[config.mk]
export PLATFORM = sky130hd
export DESIGN_NAME = interrupt_ctl_flat
export DESIGN_NICKNAME = d
export VERILOG_FILES = /design/src/rtl/dmg_irq_pkg.sv /design/src/rtl/interrupt_ctl_if.sv /design/src/rtl/irq_sync_edge.sv /design/src/rtl/interrupt_ctl.sv /design/src/flat_wrapper.sv
export SDC_FILE = /design/constraint.sdc
export NUM_CORES = 1
export LEC_CHECK = 0
export ABC_AREA = 0
export CAP_MARGIN = 20
export CORE_MARGIN = 2
export CORE_UTILIZATION = 43
export DETAILED_ROUTE_END_ITERATION = 12
export PLACE_DENSITY = 0.89
export SYNTH_ARGS = -nofsm -noshare
export SYNTH_HDL_FRONTEND = slang
export SYNTH_SLANG_ARGS = --single-unit
[constraint.sdc]
create_clock -name CLK -period 3.9 [get_ports CLK]
set_input_delay 0.78 -clock CLK [delete_from_list [all_inputs] [get_ports CLK]]
set_output_delay 0.78 -clock CLK [all_outputs]
set_load 0.02 [all_outputs]
[src/rtl/dmg_irq_pkg.sv]
// Package for the SM83 interrupt controller: register addresses, request
// bit indices, dispatch vector constants and the priority-vector helper.
package dmg_irq_pkg;

  localparam logic [15:0] IF_ADDR = 16'hFF0F;
  localparam logic [15:0] IE_ADDR = 16'hFFFF;

  localparam int unsigned IRQ_VBLANK = 0;
  localparam int unsigned IRQ_STAT   = 1;
  localparam int unsigned IRQ_TIMER  = 2;
  localparam int unsigned IRQ_SERIAL = 3;
  localparam int unsigned IRQ_JOYPAD = 4;
  localparam int unsigned IRQ_COUNT  = 5;

  localparam logic [7:0] VEC_BASE   = 8'h40;
  localparam logic [7:0] VEC_STRIDE = 8'd8;

  // Dispatch address of the highest-priority (lowest-index) pending bit;
  // 0x00 when nothing is pending.
  function automatic logic [7:0] irq_vector(input logic [IRQ_COUNT-1:0] pend);
    logic [7:0] v;
    logic       found;
    v     = '0;
    found = 1'b0;
    for (int unsigned i = 0; i < IRQ_COUNT; i++) begin
      if (pend[i] && !found) begin
        v     = VEC_BASE + VEC_STRIDE * 8'(i);
        found = 1'b1;
      end
    end
    return v;
  endfunction

endpackage

[src/rtl/interrupt_ctl_if.sv]
// CPU register bus for the interrupt controller.
//   A      : address          D_in : write data     D_out : read data
//   RD/WR  : one-cycle strobes SEL : address decode hit (FF0F / FFFF)
interface interrupt_ctl_if;
  logic [15:0] A;
  logic [7:0]  D_in;
  logic [7:0]  D_out;
  logic        RD;
  logic        WR;
  logic        SEL;

  modport master (output A, D_in, RD, WR, input D_out, SEL);
  modport slave  (input A, D_in, RD, WR, output D_out, SEL);
endinterface

[src/rtl/irq_sync_edge.sv]
// Optional 2-flop synchronizer followed by a single-cycle edge detector.
//   clk, rst_n : clock, async active-low reset (all flops reset to 1)
//   din        : request lines (WIDTH bits)
//   pulse      : one-cycle pulse per detected edge
// RISING selects rising (1) or falling (0) edges; DEPTH 2 adds the
// synchronizer, any other depth samples din directly.
module irq_sync_edge #(
  parameter int unsigned WIDTH  = 1,
  parameter bit          RISING = 1'b1,
  parameter int unsigned DEPTH  = 0
) (
  input  logic             clk,
  input  logic             rst_n,
  input  logic [WIDTH-1:0] din,
  output logic [WIDTH-1:0] pulse
);

  logic [WIDTH-1:0] sampled;
  logic [WIDTH-1:0] prev_q;

  generate
    if (DEPTH == 2) begin : g_sync
      logic [WIDTH-1:0] s1_q;
      logic [WIDTH-1:0] s2_q;
      always_ff @(posedge clk or negedge rst_n) begin
        if (!rst_n) begin
          s1_q <= '1;
          s2_q <= '1;
        end else begin
          s1_q <= din;
          s2_q <= s1_q;
        end
      end
      assign sampled = s2_q;
    end else begin : g_direct
      assign sampled = din;
    end
  endgenerate

  // Reset to all-ones so lines already high/active at release are not edges.
  always_ff @(posedge clk or negedge rst_n) begin
    if (!rst_n) prev_q <= '1;
    else        prev_q <= sampled;
  end

  assign pulse = RISING ? (sampled & ~prev_q) : (prev_q & ~sampled);

endmodule

[src/rtl/interrupt_ctl.sv]
// SM83 interrupt controller: IF (FF0F) / IE (FFFF) registers, request edge
// detection, pending vector to the CPU, HALT/STOP wake and dispatch vector.
//   CLK, nRES    : clock, async active-low reset
//   bus          : CPU register bus (slave side)
//   INT_SRC      : level requests VBlank/STAT/Timer/Serial, synchronous
//   JOYP_n       : asynchronous active-low joypad lines
//   CPU_IRQ_TRIG : IF & IE[4:0], upper bits zero
//   CPU_IRQ_ACK  : one-hot (or multi-hot) clear of serviced bits
//   WAKE         : any request pending and enabled
//   VEC          : dispatch address of the highest-priority pending bit
module interrupt_ctl
  import dmg_irq_pkg::*;
(
  input  logic                 CLK,
  input  logic                 nRES,
  interrupt_ctl_if.slave       bus,
  input  logic [3:0]           INT_SRC,
  input  logic [3:0]           JOYP_n,
  output logic [7:0]           CPU_IRQ_TRIG,
  input  logic [7:0]           CPU_IRQ_ACK,
  output logic                 WAKE,
  output logic [7:0]           VEC
);

  logic [IRQ_COUNT-1:0] if_q;
  logic [IRQ_COUNT-1:0] if_next;
  logic [7:0]           ie_q;
  logic [IRQ_COUNT-1:0] irq_set;
  logic [3:0]           src_edge;
  logic [3:0]           joy_edge;
  logic                 hit_if;
  logic                 hit_ie;
  logic [IRQ_COUNT-1:0] pend;
  logic                 unused_ack_hi;

  assign unused_ack_hi = &{1'b0, CPU_IRQ_ACK[7:5]};

  irq_sync_edge #(.WIDTH(4), .RISING(1'b1), .DEPTH(0)) u_src_edge (
    .clk   (CLK),
    .rst_n (nRES),
    .din   (INT_SRC),
    .pulse (src_edge)
  );

  irq_sync_edge #(.WIDTH(4), .RISING(1'b0), .DEPTH(2)) u_joy_edge (
    .clk   (CLK),
    .rst_n (nRES),
    .din   (JOYP_n),
    .pulse (joy_edge)
  );

  assign hit_if  = (bus.A == IF_ADDR);
  assign hit_ie  = (bus.A == IE_ADDR);
  assign bus.SEL = hit_if | hit_ie;

  always_comb begin
    irq_set             = '0;
    irq_set[IRQ_VBLANK] = src_edge[IRQ_VBLANK];
    irq_set[IRQ_STAT]   = src_edge[IRQ_STAT];
    irq_set[IRQ_TIMER]  = src_edge[IRQ_TIMER];
    irq_set[IRQ_SERIAL] = src_edge[IRQ_SERIAL];
    irq_set[IRQ_JOYPAD] = |joy_edge;
  end

  // Source set beats ACK clear, which beats the CPU write.
  always_comb begin
    if_next = (((bus.WR && hit_if) ? bus.D_in[IRQ_COUNT-1:0] : if_q)
               & ~CPU_IRQ_ACK[IRQ_COUNT-1:0]) | irq_set;
  end

  always_ff @(posedge CLK or negedge nRES) begin
    if (!nRES) begin
      if_q <= '0;
      ie_q <= '0;
    end else begin
      if_q <= if_next;
      if (bus.WR && hit_ie) ie_q <= bus.D_in;
    end
  end

  always_comb begin
    bus.D_out = '1;
    if (bus.RD && hit_if)      bus.D_out = {3'b111, if_q};
    else if (bus.RD && hit_ie) bus.D_out = ie_q;
  end

  assign pend         = if_q & ie_q[IRQ_COUNT-1:0];
  assign CPU_IRQ_TRIG = {3'b000, pend};
  assign WAKE         = |pend;
  assign VEC          = irq_vector(pend);

endmodule

[src/flat_wrapper.sv]
// flat-port wrapper written by rule: the top's interface ports become plain ports
module interrupt_ctl_flat import dmg_irq_pkg::*;
  (CLK, nRES, INT_SRC, JOYP_n, CPU_IRQ_TRIG, CPU_IRQ_ACK, WAKE, VEC, bus_A, bus_D_in, bus_RD, bus_WR, bus_D_out, bus_SEL);
  interrupt_ctl_if bus_i ();
  input  logic CLK;
  input  logic nRES;
  input  logic [3:0] INT_SRC;
  input  logic [3:0] JOYP_n;
  output logic [7:0] CPU_IRQ_TRIG;
  input  logic [7:0] CPU_IRQ_ACK;
  output logic WAKE;
  output logic [7:0] VEC;
  input wire logic [$bits(bus_i.A)-1:0] bus_A;
  input wire logic [$bits(bus_i.D_in)-1:0] bus_D_in;
  input wire logic [$bits(bus_i.RD)-1:0] bus_RD;
  input wire logic [$bits(bus_i.WR)-1:0] bus_WR;
  output wire logic [$bits(bus_i.D_out)-1:0] bus_D_out;
  output wire logic [$bits(bus_i.SEL)-1:0] bus_SEL;
  assign bus_i.A = bus_A;
  assign bus_i.D_in = bus_D_in;
  assign bus_i.RD = bus_RD;
  assign bus_i.WR = bus_WR;
  assign bus_D_out = bus_i.D_out;
  assign bus_SEL = bus_i.SEL;
  interrupt_ctl u_core (.CLK(CLK), .nRES(nRES), .bus(bus_i), .INT_SRC(INT_SRC), .JOYP_n(JOYP_n), .CPU_IRQ_TRIG(CPU_IRQ_TRIG), .CPU_IRQ_ACK(CPU_IRQ_ACK), .WAKE(WAKE), .VEC(VEC));
endmodule
# Word level (Yosys, flattened, before mapping)
# Cells that the tools add are included.
totals:
  reg_bits: 29
  inputBits: 44
  output_inout_bits: 26
  word_cells: 43
classes:
  n_eq_ne: 2
  muxes: 12
  bitwise: 9
  reduce_logical: 14
ops:
  columns: ["op", "n"]
  rows:
  - ["2-to-1 mux 7 bit", 5]
  - ["equality test 16 bit (second input constant)", 2]
  - ["2-to-1 mux 8 bit", 2]
  - ["bitwise AND 5 bit", 2]
  - ["bitwise AND 4 bit", 2]
  - ["logical AND 1 bit", 8]
  - ["inverter 4 bit", 2]
  - ["2-to-1 mux 5 bit", 1]
  - ["inverter 5 bit", 1]
  - ["bitwise OR 5 bit", 1]
  - ["OR reduction 5 bit", 1]
  - ["zero test 1 bit", 4]
  - ["2-to-1 mux 1 bit", 4]
  - ["OR reduction 4 bit", 1]
  - ["bitwise OR 1 bit", 1]

# Logic depth before layout (Yosys ltp)
# Gate-level depths: netlist (run 1).
depth:
  word_depth: 14
  mapped_depth: 5
  mapped_depth_nobuf: 4

# Hierarchy
# Synthesis (run 1) repeated with hierarchy kept, for this count alone.
hier_totals:
  hier_cells: 120
  hier_area_um2: 1403.8
by_module_without_submodules:
  columns: ["mod", "n_inst", "cells_each", "area_per_inst_um2", "seq_area_each_um2"]
  rows:
  - ["interrupt_ctl", 1, 96, 873.3, 325.3]
  - ["irq_sync_edge at u_core.u_joy_edge", 1, 16, 370.4, 315.3]
  - ["irq_sync_edge at u_core.u_src_edge", 1, 8, 160.2, 105.1]

# Worst setup path after synthesis (run 1)
# Ideal clock, no wire load.
synth_path:
  kind: "in2out"
  start: "input port bus_A[14]"
  end: "output port bus_D_out[5]"
  arrival_time_ps: 2105
  path_slack_ps: 1015
  stages: 5
  path_buffers: 1
  path_cell_list: "nand4_1 -> nor3_1 -> or3b_2 -> clkbuf_1 -> or2_2"
synth_via:
  elab_chain_cells: 4
  elab_cells_between_ends: 6
  classes_between: "eq/ne: 2; mux: 2; reduce/logical: 2"
synth_rtl:
  columns: ["item", "line_no", "source"]
  rows:
  - ["start, declared", "flat_wrapper.sv:13", "input wire logic [$bits(bus_i.A)-1:0] bus_A;"]
  - ["equality test 16 bit", "interrupt_ctl.sv:53", "assign hit_ie = (bus.A == IE_ADDR);"]
  - ["logical AND 1 bit", "interrupt_ctl.sv:84", "else if (bus.RD && hit_ie) bus.D_out = ie_q;"]
  - ["2-to-1 mux 8 bit", "interrupt_ctl.sv:84", null]
  - ["2-to-1 mux 8 bit (*)", "interrupt_ctl.sv:83", "if (bus.RD && hit_if) bus.D_out = {3'b111, if_q};"]
  - ["end, declared", "flat_wrapper.sv:17", "output wire logic [$bits(bus_i.D_out)-1:0] bus_D_out;"]
# Mark *: on every way between the ends. The rest lies on a longest branch, timed or not.

# Worst setup path after layout (run 1)
layout_path:
  start: "input port bus_A[13]"
  end: "output port bus_D_out[5]"
# Same word-level chain as after synthesis.

==> summary.md, run 1 <==
| Metric | Value |
|---|---|
| Final worst setup slack | `0.118 ns` |
| CTS Buf Count | `5` |
| Worst slack, placed | `between 0.02 and 0.025 ns` |
| DRT antenna net count | `0` |
| Vias | `1,210` |
| Post-synthesis cell type with the largest combined area | `dfstp_2` |
| Max Slew Vio Count | `0` |
| Final hold vios | `0` |
| Arrival time worst endpoint | `around 3.0 ns` |
| Crit Path Category | `primary input to primary output` |
| Vias in the first global route | `~1,300` |
| Avg WL per Cell | `~15 microns` |
| #FFs+latches synth | `29` |
| Worst path cell trace | `clkdlybuf4s50_1, nand4_1, nor3_1, or3b_4, or2_2, clkdlybuf4s50_1` |
| Reg clk slew, reported paths | `approximately 0.090 ns` |
| Initial DRT Pass Iterations | `4` |
| Nets@finish | `between 200 and 250` |
| Setup_tns | `0 ns` |
| Unrepaired setup endpoints after global routing | `false` |
| Global placer's final weighted congestion | `0.827` |
| Core Footprint | `around 3100 sq um` |
| GR Layer Usage met2 | `between 40% and 50%` |
| Leading post-synthesis cells by cell area | `dfstp_2 (30%), dfrtp_1 (23%), mux2_2 (6.5%)` |
| Post-synth top cells | `dfstp_2 (16), inv_1 (16), dfrtp_1 (13), nand2_1 (12), mux2_2 (8)` |
| Simple-gate portion of the synthesized area | `about a fifth` |
| Post-CTS Hold Buffers | `0` |
| Share of layout cells above drive strength 1 | `23.1%` |
| Met3 usage | `around 5.5%` |
| Met1 Usage GRT | `a little under a fifth` |
| Final Setup Violations | `0` |
| Crit-path max FO | `8` |
| Final critical-path required period | `3.78 ns` |
| Global-route wire length before repair | `around 5400 microns` |
| Clock share of power | `between 30% and 40%` |
| Largest family of logic cells by synthesized area | `simple AND/OR/NAND/NOR gates` |
| Synth Area in Compound Gates | `10.4%` |
| CTS HTree Levels | `2` |
| Drt drc | `0` |
| Crit-path max cell delay | `~0.55 ns` |
| Most used cell, CP | `clkdlybuf4s50_1` |
| Largest net degree at the start of global routing | `24` |
| Max clock buf depth | `2` |
| VDD IR max | `a little under 0.3 mV` |
| Post-synthesis mux area share | `7.20%` |
| Top cell type's share of synthesized area | `between 30% and 40%` |
| Post-Synthesis Cells | `between 100 and 150` |
| # Max-Cap Violations | `0` |
| CTS tree | `done` |
| Die ar. | `roughly 3700 sq um` |
| Initial core utilization | `a little under half` |
| CP top delay family | `simple AND/OR/NAND/NOR gates` |
| Hpwl dp | `2690 microns` |
| Layout area overhead | `51.4%` |
| F_max | `between 0.2 and 0.3 GHz` |
| Num rows | `20` |
| Asr flop ratio synth | `100%` |
| Status | `finished clean` |
| Worst Path Buf+Inv | `2` |
| IO buf count | `59` |
| Crit. End Element | `primary output` |
| Top_reg_cell synth | `dfstp_2` |
| Sequential area share after synthesis | `53.6%` |
| Final core occ | `between 60% and 70%` |
| Pwr dens | `317 nW/um^2` |
| GRT Max-Usage Layer | `met2` |
| # diodes | `0` |
| DIE HEIGHT | `roughly 61 microns` |
| Avg Cell Area, Syn | `roughly 11 sq um` |
| Tcrit/Tclk final | `a little over nine tenths` |
| GRT overflow | `0` |
| HP Class | `flip-flop to flip-flop` |
| CTS root buf | `clkbuf_4` |
| Internal Power | `0.523 mW` |
| Clock skew | `0.00213 ns` |
| Worst Path Required | `3.12 ns` |
| DIE WIDTH | `~61 microns` |
| Placed cells | `230` |
| Slowest stage cell, crit path | `clkdlybuf4s50_1` |
| DR vias/cell | `5.06` |
| Synth cell types | `28` |
| Detailed Route Iter0 Violations | `29` |
| Reg power frac | `around half` |
| Yosys warns | `0` |
| Post-Syn Area | `approximately 1400 sq um` |
| Adder-cell share of the synthesized area | `0%` |
| Initial antenna violation count | `0` |
| Switch Pwr | `around 0.14 mW` |
| Xor/xnor share of the synthesized area | `0%` |
| Clock Latency Late Sink | `about 0.31 ns` |
| WL final | `approximately 3500 microns` |
| Post-synth EDFFs | `0` |
| I/O pins | `70` |
| Critical path launch point type | `primary input` |
| Global router's overall resource usage | `20.4%` |
| Clock sinks | `29` |
| Comb pwr share | `12.7%` |
| Sw frac | `between 20% and 30%` |
| Static Leak | `around 0.94 nW` |
| Fin cells | `239` |
-- final cells by class --
cell class / count / area (sq um)
fillers: 234 / 948
flip-flops and latches: 29 / 746
repair buffers: 62 / 621
multi-input cells: 80 / 538
inverters: 16 / 60.1
clock buffers: 7 / 55.1
well taps: 44 / 55.1
clock inverters: 1 / 30.0
-- what timing repair did --
item,4_1_cts,5_1_grt
endpoints found under the setup margin,0,4
hold endpoints to repair,0,0
resized for setup,0,1
buffers inserted,0,0
-- per-stage QoR --
step / hold slack, ns / power, mW / area, sq um
final: 0.359 / 0.666 / 2100
after global routing: 0.366 / 0.695 / 2100
after CTS: 0.360 / 0.673 / 2090
after detailed placement: 0.350 / 0.417 / 2000
after global placement: 0.346 / 0.412 / 2000
after floorplan: 0.345 / 0.364 / 1410
-- logic make-up after synthesis --
kind of cell           after synthesis
AND/OR/NAND/NOR                     46
other                                1
AO/OA/AOI/OAI                       18
multiplexers                         9
buffers and inverters               26
flip-flops                          29
-- per-layer routing --
layer / up-vias / wire length (microns)
li1: 563 / -
met3: 12 / 298
met1: 573 / 1230
met4: 0 / 88
met2: 62 / 1910
met5: - / 0
-- power by group through the flow --
stage          logic, mW  registers (mW)  clock network (mW)
3_3_place_gp      0.0793           0.333                   0
4_1_cts           0.0837           0.329               0.260
3_5_place_dp      0.0831           0.334                   0
5_1_grt           0.0920           0.331               0.272
2_1_floorplan     0.0326           0.332                   0
6_report          0.0849           0.329               0.252
-- cell usage in the layout, fill, tap and decap left out, types with 2 or more instances in the layout --
master            n
nand2_1          12
nand4_1           6
and2_1            2
o22a_1            5
mux2_2            8
inv_1            16
or3_1             2
dfrtp_1          13
nor3_2            4
clkbuf_4          5
a21oi_1           2
buf_4             2
o32ai_1           4
conb_1            7
o22ai_1           2
nor3_1            3
nor2_1            7
dfstp_2          16
or2_2             4
clkdlybuf4s50_1  59
or4_4             2
a211o_1           4
-- final timing paths --
| check | slack (ns) | end | depth (start not counted) | from |
|---|---|---|---|---|
| worst min-delay path | 0.36 | u_core.u_joy_edge.g_sync.s2_q[0] | 0 | u_core.u_joy_edge.g_sync.s1_q[0] |
| max in group asynchronous | 2.44 | u_core.u_joy_edge.g_sync.s2_q[2] | 3 | nRES |
| min in group asynchronous | 0.76 | u_core.ie_q[3] | 1 | nRES |
| worst max-delay path | 0.12 | bus_D_out[5] | 6 | bus_A[13] |
| worst max register to register | 2.92 | u_core.if_q[4] | 3 | u_core.u_joy_edge.g_sync.s2_q[0] |
| worst min register to register | 0.36 | u_core.u_joy_edge.g_sync.s2_q[0] | 0 | u_core.u_joy_edge.g_sync.s1_q[0] |
-- sequential cells by signal (all words and copies together), names as in the netlist --
| register | flops |
|---|---|
| u_core.ie_q | 8 |
| u_core.u_joy_edge.g_sync.s2_q | 4 |
| u_core.u_src_edge.prev_q | 4 |
| u_core.u_joy_edge.prev_q | 4 |
| u_core.if_q | 5 |
| u_core.u_joy_edge.g_sync.s1_q | 4 |
Note: power is estimated with default switching activity, not from simulation.
==> run 2: changes to the inputs <==
--- a/config.mk
+++ b/config.mk
@@ -11,6 +11,7 @@
 export CORE_UTILIZATION = 43
 export DETAILED_ROUTE_END_ITERATION = 12
 export PLACE_DENSITY = 0.89
+export REMOVE_ABC_BUFFERS = 1
 export SYNTH_ARGS = -nofsm -noshare
 export SYNTH_HDL_FRONTEND = slang
 export SYNTH_SLANG_ARGS = --single-unit
==> summary.md, run 2 (synthesized netlist as in run 1, its figures left out) <==
| Metric | Value |
|---|---|
| Initial DRT Pass Iterations | `4 (unchanged)` |
| Hold Path End | `u_core.u_joy_edge.g_sync.s2_q[0] (unchanged)` |
| DRT antenna net count | `0 (unchanged)` |
| Reg clk slew, reported paths | `0.09 ns (about the same)` |
| CTS tree | `done (unchanged)` |
| HP Class | `flip-flop to flip-flop (unchanged)` |
| Global-route wire length before repair | `5430 microns (was 5360 microns)` |
| Reg2Reg Setup Slack | `2.93 ns (was 2.92 ns)` |
| Post-CTS Hold Buffers | `0 (unchanged)` |
| Fillers | `236 (was 234)` |
| # diodes | `0 (unchanged)` |
| Hpwl dp | `2880 microns (was 2690 microns)` |
| Vias in the first global route | `1,217 (was 1,271)` |
| DIE WIDTH | `60.9 microns (unchanged)` |
| DIE HEIGHT | `60.9 microns (unchanged)` |
| Critical path launch point type | `primary input (unchanged)` |
| Share of layout cells above drive strength 1 | `23.6% (was 23.1%)` |
| Slowest stage cell, crit path | `clkdlybuf4s50_1 (unchanged)` |
| Final Setup Violations | `0 (unchanged)` |
| Vias | `1,219 (was 1,210)` |
| CTS root buf | `clkbuf_4 (unchanged)` |
| Avg WL per Cell | `15.1 microns (was 14.7 microns)` |
| Unrepaired setup endpoints after global routing | `false (unchanged)` |
| Total power | `0.590 mW (was 0.666 mW)` |
| Hold WS | `0.350 ns (was 0.359 ns)` |
| Area of the multi-input gates | `538 sq um (unchanged)` |
| Reg2Reg Depth | `3 (unchanged)` |
| Setup_tns | `0 ns (unchanged)` |
| Status | `finished clean (unchanged)` |
| Pwr dens | `285 nW/um^2 (was 317 nW/um^2)` |
| Top Layer Used | `met4 (unchanged)` |
| Post-CTS Setup Inserts | `0 (unchanged)` |
| Global placer's final weighted congestion | `0.724 (was 0.827)` |
| VDD IR max | `0.290 mV (about the same)` |
| Worst slew margin relative to its limit | `60.6%` |
| Worst Path Required | `3.12 ns (about the same)` |
| DRT met1 WL | `1380 microns (was 1230 microns)` |
| Global router's overall resource usage | `20.5% (was 20.4%)` |
| Clock Latency Late Sink | `0.33 ns (was 0.31 ns)` |
| Met3 wire len | `240 microns (was 298 microns)` |
| WHS Path Cells | `0 (unchanged)` |
| Clock skew | `0.00818 ns (was 0.00213 ns)` |
| Max Slew Vio Count | `0 (unchanged)` |
| Num rows | `20 (unchanged)` |
| Worst-Margin Slew | `0.589 ns` |
| Clock share of power | `29.4% (was 37.8%)` |
| Reg2reg start | `u_core.if_q[0] (was u_core.u_joy_edge.g_sync.s2_q[0])` |
| Area occupied by registers | `746 sq um (unchanged)` |
| Final hold vios | `0 (unchanged)` |
| Internal Power | `0.438 mW (was 0.523 mW)` |
| IO buf count | `59 (unchanged)` |
| DR vias/cell | `5.10 (was 5.06)` |
| Core Footprint | `3050 sq um (unchanged)` |
| GRT overflow | `0 (unchanged)` |
| Met2 Wirelength | `1960 microns (was 1910 microns)` |
| Worst flop-to-flop path endpoint | `u_core.if_q[0] (was u_core.if_q[4])` |
| Initial antenna violation count | `0 (unchanged)` |
| Commonest cells after routing, fill and taps aside | `clkdlybuf4s50_1 (58), inv_1 (16), dfstp_2 (16), dfrtp_1 (13), nand2_1 (12) (was clkdlybuf4s50_1 (59), inv_1 (16), dfstp_2 (16), dfrtp_1 (13), nand2_1 (12))` |
| CTS HTree Levels | `2 (unchanged)` |
| Max clock buf depth | `2 (unchanged)` |
| F_max | `0.266 GHz (was 0.264 GHz)` |
| Drt drc | `0 (unchanged)` |
| Most used cell, CP | `clkdlybuf4s50_1 (unchanged)` |
| Detailed Route Iter0 Violations | `34 (was 29)` |
| Initial core utilization | `45.5% (unchanged)` |
| Crit-path max cell delay | `0.54 ns (was 0.55 ns)` |
| HP Start | `u_core.u_joy_edge.g_sync.s1_q[0] (unchanged)` |
| Most flops, register | `u_core.ie_q (unchanged)` |
| Reg power frac | `55.9% (was 49.4%)` |
| Crit Path Category | `primary input to primary output (unchanged)` |
| Sw frac | `25.7% (was 21.4%)` |
| Layout area overhead | `49.1% (was 51.4%)` |
| Nets@finish | `238 (unchanged)` |
| WL final | `3620 microns (was 3520 microns)` |
| Post-CTS sizing | `1 (was 0)` |
| Worst path cell trace | `clkdlybuf4s50_1, nand4_1, nor3_1, or3b_4, or2_2, clkdlybuf4s50_1 (unchanged)` |
| Clock sinks | `29 (unchanged)` |
| I/O pins | `70 (unchanged)` |
| Static Leak | `0.925 nW (was 0.942 nW)` |
| CTS Buf Count | `5 (unchanged)` |
| Final critical-path required period | `3.76 ns (was 3.78 ns)` |
| # Max-Cap Violations | `0 (unchanged)` |
| Crit. End Element | `primary output (unchanged)` |
| Crit-path max FO | `8 (unchanged)` |
| Comb pwr share | `14.7% (was 12.7%)` |
| Largest net degree at the start of global routing | `27 (was 24)` |
| Most common cell after layout, fill and taps aside | `clkdlybuf4s50_1 (unchanged)` |
| Arrival time worst endpoint | `2.98 ns (was 3.00 ns)` |
| Tcrit/Tclk final | `96.5% (was 97.0%)` |
| Die ar. | `3700 sq um (unchanged)` |
| Switch Pwr | `0.152 mW (was 0.143 mW)` |
| Top flop regs | `u_core.ie_q x8, u_core.if_q x5 (unchanged)` |
| Max reg flops | `8 (unchanged)` |
[run 2: area by class of cell]
class	count	share of cell area [%]
Inverter	16	2.90
Clock buffer	5	1.81
Clock inverter	3	0.845
Sequential cell	29	36.0
Multi-Input combinational cell	80	26.0
Timing Repair Buffer	62	29.9
Tap cell	44	2.66
[run 2: how the worst max path moves through the flow]
| stage | startpoint | to | slack, ns | depth (start not counted) |
|---|---|---|---|---|
| finish | bus_A[13] | bus_D_out[6] | 0.14 | 6 |
| global route | bus_A[12] | bus_D_out[6] | 0.07 | 6 |
| CTS | bus_A[13] | bus_D_out[6] | 0.02 | 6 |
| detailed placement | bus_A[14] | bus_D_out[5] | 0.01 | 6 |
| global placement | bus_A[13] | bus_D_out[6] | 0.08 | 6 |
| floorplan | bus_A[14] | bus_D_out[5] | 1.09 | 4 |
[run 2: metrics by stage]
stage | setup WS [ns] | cell area, sq um | utilization [%] | instances
4_1_cts | 0.0248 | 2060 | 67.3 | 238
3_3_place_gp | 0.0841 | 2000 | 65.6 | 230
3_5_place_dp | 0.00965 | 2000 | 65.6 | 230
2_1_floorplan | 1.09 | 1340 | - | 125
6_report | 0.138 | 2070 | 67.9 | 239
5_1_grt | 0.0702 | 2070 | 67.9 | 239
[run 2: routing by layer]
layer / GRT usage, % / vias up
li1: - / 567
met1: 22.1 / 589
met4: 7.45 / 0
met5: 0 / -
met2: 38.4 / 59
met3: 5.12 / 4
[run 2: power groups by stage]
stage	registers, mW	clock network (mW)	logic (mW)
floorplan	0.332	0	0.0260
global placement	0.333	0	0.0790
detailed placement	0.335	0	0.0845
CTS	0.330	0.178	0.0850
global route	0.331	0.192	0.0942
finish	0.330	0.173	0.0866
[run 2: critical path: cells and delay by family]
kind / cells / cell delay [ns]
AND/OR/NAND/NOR: 4 / 1.20
buffers and inverters: 2 / 1.00
==> run 3: changes to the inputs <==
--- a/config.mk
+++ b/config.mk
@@ -6,7 +6,7 @@
 export NUM_CORES = 1
 export LEC_CHECK = 0
 export ABC_AREA = 0
-export CAP_MARGIN = 20
+export CAP_MARGIN = 25
 export CORE_MARGIN = 2
 export CORE_UTILIZATION = 43
 export DETAILED_ROUTE_END_ITERATION = 12
==> results of run 3 <==
Same layout as run 2: the final DEF is identical, and so are final timing and power.
